==> src/rtl/bit_align_mc_if.sv <==
// Bundles the lane-side signals of bit_align_mc: the start request, the lane data words,
// the shared tap bus with per-lane load strobes, the effective-tap feedback and the status flags.
// Ports (slave = aligner side):
//   REQ_I            start request; a rising edge starts alignment
//   DATA_I / DATA_O  lane words in, combinational pass-through out (lane n at [n*W +: W])
//   LD_O             one-cycle per-lane tap load strobe
//   CNTVALUE_SET_O   proposed tap shared by all lanes
//   CNTVALUE_TRUE_I  effective tap per lane (lane n at [n*9 +: 9])
//   BUSY_O, BITALIGN_DONE_O, LANE_OK_O  status
interface bit_align_mc_if #(
  parameter int unsigned C_LANES      = 4,
  parameter int unsigned C_DATA_WIDTH = 4
) ();
  logic                              REQ_I;
  logic [C_LANES*C_DATA_WIDTH-1:0]   DATA_I;
  logic [C_LANES-1:0]                LD_O;
  logic [8:0]                        CNTVALUE_SET_O;
  logic [C_LANES*9-1:0]              CNTVALUE_TRUE_I;
  logic [C_LANES*C_DATA_WIDTH-1:0]   DATA_O;
  logic                              BUSY_O;
  logic                              BITALIGN_DONE_O;
  logic [C_LANES-1:0]                LANE_OK_O;

  modport master (
    output REQ_I, DATA_I, CNTVALUE_TRUE_I,
    input  LD_O, CNTVALUE_SET_O, DATA_O, BUSY_O, BITALIGN_DONE_O, LANE_OK_O
  );

  modport slave (
    input  REQ_I, DATA_I, CNTVALUE_TRUE_I,
    output LD_O, CNTVALUE_SET_O, DATA_O, BUSY_O, BITALIGN_DONE_O, LANE_OK_O
  );
endinterface

==> src/rtl/bit_align_mc.sv <==
// Multi-lane IDELAY bit aligner. Lanes are handled one at a time: the tap is swept over the
// full range, each tap is judged stable if C_SAMPLES consecutive words match, and the centre
// of the longest stable window is loaded as the final tap. Per-lane pass flags are reported.
// Ports:
//   CLK_I  IDELAY control clock (only clock)
//   RST_I  synchronous active-high reset
//   bus    bit_align_mc_if slave modport (request, lane data, tap bus, status)
module bit_align_mc #(
  parameter string       C_DEVICE     = "KUP",
  parameter int unsigned C_DATA_WIDTH = 4,
  parameter int unsigned C_LANES      = 4,
  parameter int unsigned C_SETTLE     = 10,
  parameter int unsigned C_SAMPLES    = 16,
  parameter int unsigned C_MIN_WIN    = 4,
  parameter int unsigned C_TIMEOUT    = 255
) (
  input  logic          CLK_I,
  input  logic          RST_I,
  bit_align_mc_if.slave bus
);

  localparam bit               SmallDev   = (C_DEVICE == "K7") || (C_DEVICE == "A7");
  localparam logic [8:0]       TapTop     = SmallDev ? 9'd31 : 9'd511;
  localparam logic [8:0]       TapMid     = SmallDev ? 9'd16 : 9'd256;
  localparam logic [8:0]       TapLow     = 9'd0;
  localparam int unsigned      LaneW      = (C_LANES > 1) ? $clog2(C_LANES) : 1;
  localparam logic [LaneW-1:0] LaneLast   = LaneW'(C_LANES - 1);
  localparam logic [15:0]      SettleInit = 16'(C_SETTLE);
  localparam logic [15:0]      TimeoutMax = 16'(C_TIMEOUT);
  localparam logic [7:0]       SampleLast = 8'(C_SAMPLES - 1);
  localparam logic [9:0]       MinWin     = 10'(C_MIN_WIN);

  typedef enum logic [3:0] {
    StIdle, StScanLd, StScanWait, StSample, StEval, StFinalLd, StFinalWait, StNext, StDone
  } state_e;

  state_e                    state_q, state_d;
  logic                      req_q, req_d;
  logic                      edge_q, edge_d;
  logic [LaneW-1:0]          lane_q, lane_d;
  logic [8:0]                tap_q, tap_d;
  logic [15:0]               settle_q, settle_d;
  logic [15:0]               to_q, to_d;
  logic [7:0]                smp_q, smp_d;
  logic [C_DATA_WIDTH-1:0]   ref_q, ref_d;
  logic                      mism_q, mism_d;
  logic                      run_open_q, run_open_d;
  logic [8:0]                run_start_q, run_start_d;
  logic [9:0]                run_len_q, run_len_d;
  logic [8:0]                best_start_q, best_start_d;
  logic [9:0]                best_len_q, best_len_d;
  logic [C_LANES-1:0]        ld_q, ld_d;
  logic [8:0]                set_q, set_d;
  logic                      busy_q, busy_d;
  logic                      done_q, done_d;
  logic [C_LANES-1:0]        lane_ok_q, lane_ok_d;

  logic [C_DATA_WIDTH-1:0]   word_arr [C_LANES];
  logic [8:0]                true_arr [C_LANES];
  logic [C_DATA_WIDTH-1:0]   word_sel;
  logic [8:0]                true_sel;
  logic [9:0]                centre;
  logic                      r_open;
  logic [8:0]                r_start;
  logic [9:0]                r_len;

  always_comb begin
    for (int i = 0; i < int'(C_LANES); i++) begin
      word_arr[i] = bus.DATA_I[i*C_DATA_WIDTH +: C_DATA_WIDTH];
      true_arr[i] = bus.CNTVALUE_TRUE_I[i*9 +: 9];
    end
  end

  assign word_sel = word_arr[lane_q];
  assign true_sel = true_arr[lane_q];
  // Centre of the best window; the 10-bit sum is deliberately truncated to the 9-bit tap.
  assign centre   = {1'b0, best_start_q} + ((best_len_q - 10'd1) >> 1);

  assign bus.DATA_O          = bus.DATA_I;
  assign bus.LD_O            = ld_q;
  assign bus.CNTVALUE_SET_O  = set_q;
  assign bus.BUSY_O          = busy_q;
  assign bus.BITALIGN_DONE_O = done_q;
  assign bus.LANE_OK_O       = lane_ok_q;

  always_comb begin
    state_d      = state_q;
    req_d        = bus.REQ_I;
    edge_d       = bus.REQ_I & ~req_q;
    lane_d       = lane_q;
    tap_d        = tap_q;
    settle_d     = settle_q;
    to_d         = to_q;
    smp_d        = smp_q;
    ref_d        = ref_q;
    mism_d       = mism_q;
    run_open_d   = run_open_q;
    run_start_d  = run_start_q;
    run_len_d    = run_len_q;
    best_start_d = best_start_q;
    best_len_d   = best_len_q;
    ld_d         = '0;
    set_d        = set_q;
    lane_ok_d    = lane_ok_q;
    r_open       = run_open_q;
    r_start      = run_start_q;
    r_len        = run_len_q;

    unique case (state_q)
      StIdle, StDone: begin
        if (edge_q && !busy_q) begin
          lane_d    = '0;
          tap_d     = TapLow;
          lane_ok_d = '0;
          state_d   = StScanLd;
        end
      end
      StScanLd: begin
        set_d         = tap_q;
        ld_d[lane_q]  = 1'b1;
        settle_d      = SettleInit;
        to_d          = '0;
        state_d       = StScanWait;
      end
      StScanWait, StFinalWait: begin
        if (settle_q != '0) settle_d = settle_q - 16'd1;
        if (settle_q == '0 && true_sel == tap_q) begin
          smp_d   = '0;
          state_d = (state_q == StScanWait) ? StSample : StNext;
        end else if (to_q == TimeoutMax) begin
          // A scan-time timeout abandons the lane; a final-load timeout revokes its pass flag.
          if (state_q == StFinalWait) lane_ok_d[lane_q] = 1'b0;
          state_d = StNext;
        end else begin
          to_d = to_q + 16'd1;
        end
      end
      StSample: begin
        if (smp_q == '0) begin
          ref_d  = word_sel;
          mism_d = 1'b0;
        end else if (word_sel != ref_q) begin
          mism_d = 1'b1;
        end
        if (smp_q == SampleLast) state_d = StEval;
        else                     smp_d   = smp_q + 8'd1;
      end
      StEval: begin
        if (!mism_q) begin
          if (run_open_q) begin
            r_len = run_len_q + 10'd1;
          end else begin
            r_open  = 1'b1;
            r_start = tap_q;
            r_len   = 10'd1;
          end
        end
        // Strict compare keeps the earliest of equally wide windows.
        if (mism_q || tap_q == TapTop) begin
          if (r_open && r_len > best_len_q) begin
            best_start_d = r_start;
            best_len_d   = r_len;
          end
          r_open = 1'b0;
        end
        run_open_d  = r_open;
        run_start_d = r_start;
        run_len_d   = r_len;
        if (tap_q == TapTop) begin
          state_d = StFinalLd;
        end else begin
          tap_d   = tap_q + 9'd1;
          state_d = StScanLd;
        end
      end
      StFinalLd: begin
        if (best_len_q >= MinWin) begin
          tap_d             = centre[8:0];
          set_d             = centre[8:0];
          lane_ok_d[lane_q] = 1'b1;
        end else begin
          tap_d             = TapMid;
          set_d             = TapMid;
          lane_ok_d[lane_q] = 1'b0;
        end
        ld_d[lane_q] = 1'b1;
        settle_d     = SettleInit;
        to_d         = '0;
        state_d      = StFinalWait;
      end
      StNext: begin
        run_open_d   = 1'b0;
        run_start_d  = '0;
        run_len_d    = '0;
        best_start_d = '0;
        best_len_d   = '0;
        if (lane_q == LaneLast) begin
          state_d = StDone;
        end else begin
          lane_d  = lane_q + 1'b1;
          tap_d   = TapLow;
          state_d = StScanLd;
        end
      end
      default: state_d = StIdle;
    endcase

    busy_d = !(state_d == StIdle || state_d == StDone);
    done_d = (state_d == StDone);
  end

  always_ff @(posedge CLK_I) begin
    if (RST_I) begin
      state_q      <= StIdle;
      req_q        <= 1'b0;
      edge_q       <= 1'b0;
      lane_q       <= '0;
      tap_q        <= '0;
      settle_q     <= '0;
      to_q         <= '0;
      smp_q        <= '0;
      ref_q        <= '0;
      mism_q       <= 1'b0;
      run_open_q   <= 1'b0;
      run_start_q  <= '0;
      run_len_q    <= '0;
      best_start_q <= '0;
      best_len_q   <= '0;
      ld_q         <= '0;
      set_q        <= '0;
      busy_q       <= 1'b0;
      done_q       <= 1'b0;
      lane_ok_q    <= '0;
    end else begin
      state_q      <= state_d;
      req_q        <= req_d;
      edge_q       <= edge_d;
      lane_q       <= lane_d;
      tap_q        <= tap_d;
      settle_q     <= settle_d;
      to_q         <= to_d;
      smp_q        <= smp_d;
      ref_q        <= ref_d;
      mism_q       <= mism_d;
      run_open_q   <= run_open_d;
      run_start_q  <= run_start_d;
      run_len_q    <= run_len_d;
      best_start_q <= best_start_d;
      best_len_q   <= best_len_d;
      ld_q         <= ld_d;
      set_q        <= set_d;
      busy_q       <= busy_d;
      done_q       <= done_d;
      lane_ok_q    <= lane_ok_d;
    end
  end

endmodule
==> src/flat_wrapper.sv <==
// flat-port wrapper written by rule: the top's interface ports become plain ports
module bit_align_mc_flat 
#(
  parameter string       C_DEVICE     = "   ",
  parameter int unsigned C_DATA_WIDTH = 4,
  parameter int unsigned C_LANES      = 4,
  parameter int unsigned C_SETTLE     = 10,
  parameter int unsigned C_SAMPLES    = 16,
  parameter int unsigned C_MIN_WIN    = 4,
  parameter int unsigned C_TIMEOUT    = 255
)
  (CLK_I, RST_I, bus_REQ_I, bus_DATA_I, bus_CNTVALUE_TRUE_I, bus_LD_O, bus_CNTVALUE_SET_O, bus_DATA_O, bus_BUSY_O, bus_BITALIGN_DONE_O, bus_LANE_OK_O);
  bit_align_mc_if #(.C_LANES(C_LANES), .C_DATA_WIDTH(C_DATA_WIDTH)) bus_i ();
  input  logic CLK_I;
  input  logic RST_I;
  input wire logic [$bits(bus_i.REQ_I)-1:0] bus_REQ_I;
  input wire logic [$bits(bus_i.DATA_I)-1:0] bus_DATA_I;
  input wire logic [$bits(bus_i.CNTVALUE_TRUE_I)-1:0] bus_CNTVALUE_TRUE_I;
  output wire logic [$bits(bus_i.LD_O)-1:0] bus_LD_O;
  output wire logic [$bits(bus_i.CNTVALUE_SET_O)-1:0] bus_CNTVALUE_SET_O;
  output wire logic [$bits(bus_i.DATA_O)-1:0] bus_DATA_O;
  output wire logic [$bits(bus_i.BUSY_O)-1:0] bus_BUSY_O;
  output wire logic [$bits(bus_i.BITALIGN_DONE_O)-1:0] bus_BITALIGN_DONE_O;
  output wire logic [$bits(bus_i.LANE_OK_O)-1:0] bus_LANE_OK_O;
  assign bus_i.REQ_I = bus_REQ_I;
  assign bus_i.DATA_I = bus_DATA_I;
  assign bus_i.CNTVALUE_TRUE_I = bus_CNTVALUE_TRUE_I;
  assign bus_LD_O = bus_i.LD_O;
  assign bus_CNTVALUE_SET_O = bus_i.CNTVALUE_SET_O;
  assign bus_DATA_O = bus_i.DATA_O;
  assign bus_BUSY_O = bus_i.BUSY_O;
  assign bus_BITALIGN_DONE_O = bus_i.BITALIGN_DONE_O;
  assign bus_LANE_OK_O = bus_i.LANE_OK_O;
  bit_align_mc #(.C_DEVICE(C_DEVICE), .C_DATA_WIDTH(C_DATA_WIDTH), .C_LANES(C_LANES), .C_SETTLE(C_SETTLE), .C_SAMPLES(C_SAMPLES), .C_MIN_WIN(C_MIN_WIN), .C_TIMEOUT(C_TIMEOUT)) u_core (.CLK_I(CLK_I), .RST_I(RST_I), .bus(bus_i));
endmodule
==> config.mk <==
export PLATFORM = sky130hd
export DESIGN_NAME = bit_align_mc_flat
export DESIGN_NICKNAME = d
export VERILOG_FILES = /design/src/rtl/bit_align_mc_if.sv /design/src/rtl/bit_align_mc.sv /design/src/flat_wrapper.sv
export SDC_FILE = /design/constraint.sdc
export NUM_CORES = 1
export LEC_CHECK = 0
export BUFFER_PORTS_ARGS = -buffer_cell sky130_fd_sc_hd__buf_2
export CAP_MARGIN = 20
export CORE_MARGIN = 1.5
export CORE_UTILIZATION = 45
export DETAILED_ROUTE_END_ITERATION = 6
export PLACE_DENSITY = 0.74
export SETUP_SLACK_MARGIN = 0.15
export SLEW_MARGIN = 20
export SYNTH_ARGS = -nofsm -noshare
export SYNTH_HDL_FRONTEND = slang
export SYNTH_SLANG_ARGS = --single-unit
==> constraint.sdc <==
create_clock -name CLK_I -period 3.04 [get_ports CLK_I]
set_input_delay 0.608 -clock CLK_I [delete_from_list [all_inputs] [get_ports CLK_I]]
set_output_delay 0.608 -clock CLK_I [all_outputs]
set_load 0.005 [all_outputs]
[Word-level counts from Yosys, hierarchy flattened]
Index checks and enable logic that the tools add are counted.
W data, S select, Z words.
Storage, ports and cells
  flip-flop bits (word level): 120
  word-level logic and storage cells: 159
  bits of input ports: 55
Cells by class
  equal/unequal tests: 27
  bitwise gates (word level): 7
  multiplexer cells: 58
  order comparisons: 5
  add/sub/neg operators: 8
  reduce and logical (&&, ||, !) cells: 34
Operator list (count)
  $mux W9: 10
  $pmux W16 S2: 2
  $pmux W9 S2: 3
  $mux W10: 5
  $mux W16: 3
  $mux W4: 12
  $pmux W10 S2: 2
  $pmux W9 S4: 1
  $pmux W4 S7: 1
  $bmux W9 S2: 1
  $add A16 B1 Y16 const B: 1
  $eq A16 B8 Y1 const B: 1
  $eq A4 B3 Y1 const B: 4
  $logic_not A16 Y1: 1
  $mux W8: 2
  $pmux W8 S2: 1
  $reduce_bool A16 Y1: 1
  $sub A16 B1 Y16 const B: 1
  $ne A2 B1 Y1 const B: 7
  $pmux W4 S3: 1
  $reduce_and A3 Y1: 4
  $reduce_bool A2 Y1: 6
  $add A10 B1 Y10 const B: 1
  $ge A10 B3 Y1 const B: 1
  42 further kinds: 67

[Depth between registers and ports, before layout]
Gate-level depths: netlist of run 1.
  word-level depth: 11
  gate-level depth with buffers: 15
  gate-level depth less buffers: 14

[Worst setup path before layout of run 1]
Ideal clock, no wire load.
  kind: register -> register
  from: reg u_core.mism_q
  to: reg u_core.best_start_q[1]
  arrival time: 2.987 ns
  clock period less this slack: 3.121 ns
  slack: -0.081 ns
  required time: 2.907 ns
  path buffers: 3
  stages on the path, launching flop included: 14
  cell sequence: dfxtp_1 -> buf_1 -> nor2_1 -> clkbuf_1 -> nor2_1 -> ha_1 -> a21o_1 -> a21o_1 -> a21oi_1 -> o211ai_1 -> nand2_1 -> buf_2 -> a211oi_1 -> a211oi_1
Between the ends
  cells in the longest elaborated chain, start to end: 6
RTL lines
  start: declaration: line bit_align_mc.sv:46  | logic mism_q, mism_d;
  start signal: assignment: line bit_align_mc.sv:244  | mism_q <= mism_d;
  $mux W10: line bit_align_mc.sv:149  | if (!mism_q) begin
  $mux W10: line bit_align_mc.sv:109  | unique case (state_q)
  $gt A10 B10 Y1: line bit_align_mc.sv:160  | if (r_open && r_len > best_len_q) begin
  $logic_and A1 B1 Y1: line bit_align_mc.sv:160
  $ne A2 B1 Y1 (no line)
  $reduce_and A3 Y1 (no line)
  end signal: assignment: line bit_align_mc.sv:248  | best_start_q <= best_start_d;
  end: declaration: line bit_align_mc.sv:50  | logic [8:0] best_start_q, best_start_d;
Several ways; a longest one is shown, not always the timed one. The select of a mux whose other input is x is not followed.
A chain may end at the register's enable or synchronous reset.

[Final worst setup path of run 1]
  from: reg u_core.mism_q
  to: reg u_core.best_start_q[8]
Same word-level chain as after synthesis.

==> results of run 1 <==
[registers in the layout, summed over array words and instances, names as in the netlist, 2 cells and up]
register                   count
u_core.ref_q                   4
u_core.bus.LANE_OK_O           4
u_core.lane_q                  2
u_core.bus.LD_O                4
u_core.state_q                 4
u_core.bus.CNTVALUE_SET_O      9
u_core.best_start_q            9
u_core.smp_q                   8
u_core.to_q                   16
u_core.run_start_q             9
u_core.run_len_q              10
u_core.settle_q               16
u_core.tap_q                   9
u_core.best_len_q             10
[power by group through the flow]
stage          logic [mW]  clock network, mW  registers (mW)
2_1_floorplan       0.115                  0            1.63
3_3_place_gp        0.175                  0            1.63
3_5_place_dp        0.177                  0            1.63
4_1_cts             0.179               2.34            1.59
5_1_grt             0.197               2.40            1.59
6_report            0.179               2.32            1.59
[layout make-up]
cell class | count | area [um^2] | area share, %
Clock buffer | 20 | 456.7 | 5.358
Clock inverter | 12 | 221.5 | 2.598
Inverter | 28 | 105.1 | 1.233
Multi-Input combinational cell | 620 | 4298 | 50.43
Sequential cell | 120 | 2411 | 28.29
Tap cell | 188 | 235.2 | 2.760
Timing Repair Buffer | 126 | 795.8 | 9.336
[metal layers]
metal / GRT usage, % / wire length, um / up-vias
li1: - / - / 3103
met1: 27.62 / 7910 / 2975
met2: 34.63 / 7978 / 257
met3: 5.151 / 1294 / 60
met4: 12.10 / 702 / 0
met5: 0 / 0 / -
[through the flow]
| step | power, mW | cell area (um^2) |
|---|---|---|
| final | 4.088 | 8523 |
| after global routing | 4.196 | 8523 |
| after CTS | 4.113 | 8317 |
| after detailed placement | 1.805 | 7630 |
| after global placement | 1.802 | 7630 |
| after floorplan | 1.740 | 6998 |
[cells in the mapped netlist, drive strengths merged (7+ instances only)]
library cell and n:
dfxtp 120, nor2 113, a21oi 62, a21o 7, mux2i 16, nand2 65
and2 9, nand3 38, xor2 15, nand2b 9, a22oi 12, inv 28
o21ai 30, mux2 7, nor4 12, ha 31, a211oi 20, nor3 28
nand4 13, nor2b 8, mux4 13, clkbuf 31, buf 27, nor4b 7
or3 8, xnor2 40
[worst max path at each step]
stage | startpoint | to | depth (start not counted)
2_1_floorplan | u_core.run_len_q[0]$_SDFFE_PP0P_ | u_core.best_len_q[5]$_SDFFE_PP0P_ | 15
3_5_place_dp | u_core.run_len_q[0]$_SDFFE_PP0P_ | u_core.best_start_q[8]$_SDFFE_PP0P_ | 15
4_1_cts | u_core.run_len_q[0]$_SDFFE_PP0P_ | u_core.best_start_q[8]$_SDFFE_PP0P_ | 15
6_report | u_core.mism_q$_SDFFE_PP0P_ | u_core.best_start_q[8]$_SDFFE_PP0P_ | 13
5_1_grt | u_core.mism_q$_SDFFE_PP0P_ | u_core.best_start_q[8]$_SDFFE_PP0P_ | 14
3_3_place_gp | u_core.run_len_q[0]$_SDFFE_PP0P_ | u_core.best_start_q[8]$_SDFFE_PP0P_ | 15
[timing repair]
item	4_1_cts	5_1_grt
pin swaps	0	12
hold buffers	0	0
gates resized for setup	2	35
setup endpoints to repair	3	25
setup buffers	0	4
cloned	0	2
[cells by family (layout without fill, tap and decap cells)]
family                     after synthesis  in the layout
AOI/OAI and AO/OA                      166            166
xor gates and xnor gates                55             55
buffers and inverters                   86            186
DFF                                    120            120
muxes                                   36             36
and+or+nand+nor                        331            331
adders and majority gates               32             32
[worst register-to-register path: stages, from the launching register on]
cell and delay [ns]:
dfxtp_2 0.33, nand4b_1 0.28, nor2_2 0.20, nand3_1 0.10, xor2_1 0.15, nor2_1 0.08, ha_1 0.31, nand4_1 0.16
buf_4 0.19, o211ai_1 0.24, nand2_2 0.14, clkbuf_16 0.19, or2_2 0.29, a21oi_1 0.12
==> out/qor.csv, run 1 <==
metric,value,unit
drtIter0Drc,579,
p_clk_share,56.6,%
area_growth,22.14,%
max_freq,351.7,MHz
die_height,127.5,um
synth-seq-cells,120,
slew_headroom,35.43,%
cp-end-kind,flip-flop,
utilization,56.27,%
drc,0,
syn_nets,913,
dp.cells,1076,
grt.overflow.total,0,
clk_pin_slew,0.05,ns
num_vias,6395,
ys_types,70,
min_period_over_period,93.53,%
first_pass_iters,5,
syn_area,0.006978,mm^2
ys_seq_area_share,34.43,%
hpwl,12.60,mm
worstPathRequired,3.39,ns
leakage,3.381,nW
period_minus_slack,2.843,ns
die_x,127.5,um
clkSinkCount,120,
outcome,completed,
nFillCells,1319,
worstSkewPairLatency,0.42,ns
layout.nets,1000,
synth_compound_area_share,15.26,%
r2r_end,u_core.best_start_q[8]$_SDFFE_PP0P_,
pin_count,90,
cp-start-kind,flip-flop,
netlist_instances,826,
p_sw,0.8435,mW
power.density,479.7,mW/mm^2
setup_ws,0.1966,ns
htreeDepth,4,
swShare,20.63,%
async_reset_ff_share,0,%
crit_fanout,10,
core_area,0.01515,mm^2
yosys.area.top_type,dfxtp_1,
maxCapViolations,0,
tightest_slew,0.9649,ns
fin_skew,0.007745,ns
layout_commonest_cell,dfxtp_1,
synthTopCellsByArea,"dfxtp_1, nor2_1, ha_1",
synth_top_family_by_area,simple AND/OR/NAND/NOR gates,
intPower,3.245,mW
setup_tns,0,ns
drv_slew,0,
slowest_stage,dfxtp_2,
worst_r2r_path_depth,13,
drtAntennaViolNets,0,
min_path_type,reg -> reg,
antenna_found_initial,0,
vdd_drop_max,0.4043,mV
grtUsageTotal,21.91,%
drive_above_1_share,24.95,%
yosysTopAreaCellShare,34.43,%
r2r_slack,0.20,ns
die-area,0.01626,mm^2
path_class,reg -> reg,
rsz0062_at_grt,true,
cp.arrival,3.19,ns
setup_violations,0,
synth_xor_area_share,6.903,%
min_from,u_core.req_q$_SDFF_PP0_,
cts_tree,built,
pwr-share-comb,4.4,%
synthMuxAreaShare,7.782,%
grt_max_degree,30,
cts.path.max_buffers,2,
crit_family,simple AND/OR/NAND/NOR gates,
vias_per_cell,5.741,
r2r-start,u_core.mism_q$_SDFFE_PP0P_,
post_layout_nonfiller_instances,1114,
start_util,46.07,%
drt-total-wl,17.89,mm
avgSynthCellArea,8.448,um^2
wl_per_cell,16.06,um
fp-row-count,45,
timing.hold.ws,0.3807,ns
yosys.area_share.simple,23.65,%
synth_fa_ha_area_share,5.845,%
yosys_warnings,0,
gp_congestion,0.8718,
ys.flop_type,dfxtp_1,
hold_viol,0,
numPortBuffers,89,
place_ws,0.1174,ns
final_cell_mix,"dfxtp_1, nor2_1, buf_2",
first_global_vias,5876,
seqPwrFrac,39.0,%
hold_path_depth,1,
critPathBufInv,2,
holdPathEnd,u_core.edge_q$_SDFF_PP0_,
grt_pass1_wl,28.23,mm
insertedDiodeCount,0,
path_cells,"nand4b_1, nor2_2, nand3_1, xor2_1, nor2_1, ha_1, nand4_1, buf_4, o211ai_1, nand2_2, clkbuf_16, or2_2, a21oi_1",
clockRootBuffer,clkbuf_16,
numCtsBuffers,17,
synth_edf_count,0,
slowest_delay,0.33,ns
Note: power is estimated with default switching activity, not from simulation.
==> run 2: changes to the inputs <==
--- a/config.mk
+++ b/config.mk
@@ -5,6 +5,7 @@
 export SDC_FILE = /design/constraint.sdc
 export NUM_CORES = 1
 export LEC_CHECK = 0
+export ABC_AREA = 1
 export BUFFER_PORTS_ARGS = -buffer_cell sky130_fd_sc_hd__buf_2
 export CAP_MARGIN = 20
 export CORE_MARGIN = 1.5
==> run 2 against run 1 <==
  * Die area up 9.5%
  * Clock power down 8%
  * Combinational power rose to 3.0 times the previous value
  * Fmax up 2.8%
  * Synthesized cell count up 40%
  * Sequential cell count unchanged
  * Cell count up 32%
  * Clock-buffer cell count unchanged
==> out/qor.csv, run 2 <==
metric,value,unit
htreeDepth,4,
clockRootBuffer,clkbuf_16,
insertedDiodeCount,0,
worstSkewPairLatency,0.42,ns
finalInstanceArea,0.008897,mm^2
path_class,reg -> reg,
synth_commonest_cells,"nand2_1, a21oi_1, inv_1, dfxtp_1, nor2_1",
synth.most_common_cell,nand2_1,
critPathMostFrequentCell,nand2_1,
path_cells,"nand2_1, nor2_2, nand3_1, nor3_2, nand3_1, nand2_1, inv_1, nand2_1, inv_1, ha_1, nand2_2, nor3_2, nand4_1, nand2_1, inv_1, nand2_1, nand2_1, nand2_2, buf_6, nand2_1, o21ai_1, nor2_1",
use_met2,37.91,%
grt.overflow.total,0,
fp-row-count,47,
rsz0062_at_grt,true,
num_vias,7757,
setup_tns,0,ns
place_area,0.008194,mm^2
worstPathRequired,3.33,ns
layout_commonest_cell,nand2_1,
slowest_stage,dfxtp_1,
hpwl,14.83,mm
p_sw,1.144,mW
grt_pass1_wl,33.35,mm
pin_count,90,
synth_edf_count,0,
async_reset_ff_share,0,%
ys_seq_area_share,31.37,%
start_util,46.18,%
numPortBuffers,89,
antenna_found_initial,1,
yosys_warnings,0,
cts_tree,built,
slew_headroom,59.85,%
slowest_delay,0.34,ns
crit_fanout,5,
pwr-share-comb,12.3,%
leakage,3.922,nW
p_clk_share,49.2,%
drive_above_1_share,17.34,%
drtIter0Drc,631,
cp-end-kind,flip-flop,
layout.nets,1320,
clkSinkCount,120,
wl_per_cell,14.00,um
core_area,0.01658,mm^2
die_height,133.5,um
utilization,53.65,%
gp_congestion,0.8766,
min_path_type,reg -> reg,
period_minus_slack,2.767,ns
outcome,completed,
netlist_instances,1158,
cp.arrival,3.05,ns
reg_top3,"u_core.settle_q (16), u_core.to_q (16)",
drv_slew,0,
crit_family,simple AND/OR/NAND/NOR gates,
grtUsageTotal,22.90,%
swShare,26.32,%
drt-total-wl,20.53,mm
cts.path.max_buffers,2,
maxCapViolations,0,
clk_pin_slew,0.05,ns
area_growth,16.17,%
cts_hold_buf,0,
ys.flop_type,dfxtp_1,
min_period_over_period,91.02,%
dp.cells,1432,
seqPwrFrac,38.5,%
post_layout_nonfiller_instances,1466,
hold_viol,0,
die-area,0.01781,mm^2
first_pass_iters,6,
syn_nets,1245,
fin_skew,0.008743,ns
first_global_vias,6916,
top_usage_layer,met2,
grt_max_degree,52,
drtAntennaViolNets,0,
max_freq,361.4,MHz
tightest_slew,0.6022,ns
yosysTopAreaCellShare,31.37,%
drc,0,
ys_types,49,
syn_area,0.007659,mm^2
die_x,133.5,um
grt_use_met1,29.37,%
power.density,488.4,mW/mm^2
yosys.area.top_type,dfxtp_1,
synthTopCellsByArea,"dfxtp_1, nand2_1, a21oi_1",
avgSynthCellArea,6.614,um^2
cp-start-kind,flip-flop,
use_met3,5.213,%
final_cell_mix,"nand2_1, a21oi_1, inv_1",
synth-seq-cells,120,
numCtsBuffers,17,
p_total,4.346,mW
critPathBufInv,4,
setup_violations,0,
vdd_drop_max,0.4171,mV
vias_per_cell,5.291,
intPower,3.202,mW
==> run 2: cell count changes after synthesis, sizes merged, moves of 13 or more <==
cell    delta
xnor2     -35
mux2i     -16
a21oi     +82
inv      +104
nand3     +62
a211oi    -19
xor2      +15
mux4      -13
nand2    +202
o21ai     +37
==> run 2: metrics by stage <==
| stage | hold slack, ns | setup slack, ns |
|---|---|---|
| floorplan | 0.3728 | 0.2401 |
| global placement | 0.3817 | 0.3380 |
| detailed placement | 0.3877 | 0.1965 |
| CTS | 0.3952 | 0.1759 |
| global route | 0.4122 | 0.002495 |
| finish | 0.3949 | 0.2729 |
==> run 2: routing by layer <==
| layer | up-vias | routed length (um) |
|---|---|---|
| met4 | 0 | 425 |
| met2 | 283 | 9514 |
| met1 | 3490 | 9248 |
| li1 | 3946 | - |
| met5 | - | 0 |
| met3 | 38 | 1343 |
==> run 2: final timing paths <==
kind,slack [ns],from,to,cells after the start
worst max-delay path,0.27,u_core.run_len_q[4]$_SDFFE_PP0P_,u_core.best_start_q[1]$_SDFFE_PP0P_,22
worst min-delay path,0.39,u_core.req_q$_SDFF_PP0_,u_core.edge_q$_SDFF_PP0_,1
worst max register to register,0.27,u_core.run_len_q[4]$_SDFFE_PP0P_,u_core.best_start_q[1]$_SDFFE_PP0P_,22
worst min register to register,0.39,u_core.req_q$_SDFF_PP0_,u_core.edge_q$_SDFF_PP0_,1
==> run 2: kinds of logic (layout without fill, tap and decap cells) <==
family                     Yosys count  in the layout  synth area share [%]
and+or+nand+nor                    552            552                 31.86
AOI/OAI and AO/OA                  232            232                 16.45
buffers and inverters              187            275                 10.90
DFF                                120            120                 31.37
xor gates and xnor gates            35             35                 4.101
adders and majority gates           32             32                 5.326
==> run 2: power groups by stage <==
stage	clock network, mW	registers (mW)	logic (mW)
after floorplan	0	1.69	0.381
after global routing	2.23	1.68	0.599
after detailed placement	0	1.70	0.523
after global placement	0	1.70	0.519
after CTS	2.15	1.67	0.527
final	2.14	1.67	0.534
==> run 2: area by class of cell <==
type / instances / area [um^2]
Sequential cell: 120 / 2411
Clock inverter: 12 / 175.2
Tap cell: 220 / 275.3
Clock buffer: 20 / 446.7
Inverter: 133 / 501.7
Multi-Input combinational cell: 851 / 4479
Timing Repair Buffer: 110 / 608.1
Fill cell: 1587 / 7686
==> run 2: repair_timing <==
item / CTS / global route
gates resized for setup: 0 / 27
endpoints found under the setup margin: 0 / 21
buffers inserted: 0 / 1
==> run 3: changes to the inputs <==
--- a/config.mk
+++ b/config.mk
@@ -10,8 +10,9 @@
 export CAP_MARGIN = 20
 export CORE_MARGIN = 1.5
 export CORE_UTILIZATION = 45
+export CTS_CLUSTER_SIZE = 10
 export DETAILED_ROUTE_END_ITERATION = 6
-export PLACE_DENSITY = 0.74
+export PLACE_DENSITY = 0.71
 export SETUP_SLACK_MARGIN = 0.15
 export SLEW_MARGIN = 20
 export SYNTH_ARGS = -nofsm -noshare
==> constraint.sdc (replaced) <==
create_clock -name CLK_I -period 3 [get_ports CLK_I]
set_input_delay 0.6 -clock CLK_I [delete_from_list [all_inputs] [get_ports CLK_I]]
set_output_delay 0.6 -clock CLK_I [all_outputs]
set_load 0.005 [all_outputs]
==> run 3 against run 2 <==
  * Combinational power rose by 0.7%
  * Critical path depth shrank 3
  * Routed wire length increased by 1.5%
  * Largest cell class unchanged
  * First-iteration DRC count is 3.8% lower
  * Hold slack got worse by 0.0076 ns
  * Cell count stayed put
  * Design area up 0.87%
  * Critical path type unchanged
  * Sequential power about the same
  * Sequential cell count unchanged
  * Power rose by 3.3%
  * Clock skew fell by 0.0037 ns
==> out/qor.csv, run 3 (synthesis results as in run 2) <==
metric,value,unit
max_freq,351.5,MHz
fp-row-count,47,
rsz0062_at_grt,true,
power.density,500.3,mW/mm^2
grt.overflow.total,0,
die_height,133.5,um
first_pass_iters,7,
hold_viol,0,
grt_pass1_wl,33.36,mm
area_growth,17.19,%
finalInstanceArea,0.008975,mm^2
worstPathRequired,3.28,ns
clkSinkCount,120,
cts_tree,built,
holdPathEnd,u_core.req_q$_SDFF_PP0_,
r2r_end,u_core.best_len_q[0]$_SDFFE_PP0P_,
wl_per_cell,14.21,um
timing.hold.ws,0.3873,ns
die_x,133.5,um
cp-start-kind,flip-flop,
grtUsageTotal,22.97,%
reg_top3,"u_core.settle_q (16), u_core.to_q (16)",
drt-total-wl,20.83,mm
setup_tns,0,ns
cp-end-kind,flip-flop,
hpwl,14.85,mm
vias_per_cell,5.284,
clk_pin_slew,0.05,ns
tightest_slew,0.8616,ns
core_area,0.01658,mm^2
path_class,reg -> reg,
place_area,0.008187,mm^2
htreeDepth,4,
cts_hold_buf,0,
setup_violations,0,
start_util,46.18,%
slew_headroom,42.56,%
utilization,54.12,%
cp.arrival,3.12,ns
cts.path.max_buffers,2,
final_cell_mix,"nand2_1, a21oi_1, inv_1",
min_from,bus_REQ_I,
leakage,3.953,nW
maxCapViolations,0,
worst_r2r_path_depth,19,
antenna_found_initial,0,
die-area,0.01781,mm^2
drv_slew,0,
gp_congestion,0.8796,
dp.cells,1431,
num_vias,7746,
layout_commonest_cell,nand2_1,
first_global_vias,7032,
setup_ws,0.1554,ns
p_total,4.491,mW
numCtsBuffers,17,
fin_skew,0.005073,ns
grt_max_degree,76,
pin_count,90,
min_path_type,in -> reg,
r2r_slack,0.16,ns
min_period_over_period,94.82,%
nFillCells,1595,
drive_above_1_share,17.90,%
outcome,completed,
drtIter0Drc,607,
drtAntennaViolNets,0,
numPortBuffers,89,
insertedDiodeCount,0,
period_minus_slack,2.845,ns
vdd_drop_max,0.4225,mV
multi_input_area,0.004526,mm^2
crit_fanout,6,
layout.nets,1321,
post_layout_nonfiller_instances,1466,
clockRootBuffer,clkbuf_16,
drc,0,
r2r-start,u_core.run_len_q[1]$_SDFFE_PP0P_,
hold_path_depth,3,
place_ws,0.1435,ns
worstSkewPairLatency,0.43,ns
ff_latch_area,0.002410,mm^2
run 3: area by class of cell:
class / count / area share, %
Tap cell: 220 / 3.067
Multi-Input combinational cell: 851 / 50.43
Clock inverter: 9 / 1.896
Inverter: 133 / 5.590
Timing Repair Buffer: 111 / 6.887
Clock buffer: 22 / 5.284
Sequential cell: 120 / 26.85
run 3: per-layer routing:
layer / share of wire (%) / track usage (%) / wire length (um) / vias up
met5: 0 / 0 / 0 / -
li1: - / - / - / 3942
met2: 47 / 38.72 / 9705 / 245
met3: 5.3 / 4.338 / 1107 / 51
met4: 2.7 / 8.696 / 559 / 0
met1: 45 / 29.16 / 9459 / 3508
run 3: worst max-delay path: stages (launching register included):
cell and delay [ns]:
dfxtp_2 0.36, ha_2 0.18, nand2_1 0.09, nor2_4 0.17, nand3_4 0.12, nor2_4 0.11
nand2_1 0.07, o21ai_1 0.13, a21oi_1 0.07, ha_1 0.31, nand2_2 0.10, nor2_2 0.12
nand3_1 0.15, o2111ai_2 0.14, nand2_2 0.09, nand2_2 0.09, nand2_4 0.07, buf_6 0.14
a21oi_2 0.15, nor2_1 0.05
run 3: worst max-delay path by stage:
stage                                     startpoint                                   to  slack (ns)  cells past startpoint
floorplan           u_core.run_len_q[0]$_SDFFE_PP0P_  u_core.best_start_q[1]$_SDFFE_PP0P_        0.20                     22
global placement    u_core.run_len_q[0]$_SDFFE_PP0P_  u_core.best_start_q[1]$_SDFFE_PP0P_        0.26                     22
detailed placement  u_core.run_len_q[0]$_SDFFE_PP0P_  u_core.best_start_q[1]$_SDFFE_PP0P_        0.14                     20
CTS                 u_core.run_len_q[0]$_SDFFE_PP0P_  u_core.best_start_q[1]$_SDFFE_PP0P_        0.17                     20
global route        u_core.run_len_q[1]$_SDFFE_PP0P_    u_core.best_len_q[0]$_SDFFE_PP0P_      0.0007                     19
finish              u_core.run_len_q[1]$_SDFFE_PP0P_    u_core.best_len_q[0]$_SDFFE_PP0P_        0.16                     19
run 3: what timing repair did:
| action | CTS | global route |
|---|---|---|
| pin swaps | 0 | 8 |
| gates resized for setup | 2 | 37 |
| setup endpoints to repair | 9 | 20 |
| setup buffers | 0 | 3 |
| cloned | 0 | 1 |
run 3: where the power goes:
part	total, mW	switching (mW)	internal [mW]
Clock	2.26	0.729	1.53
Sequential	1.70	0.0499	1.65
Combinational	0.538	0.348	0.190
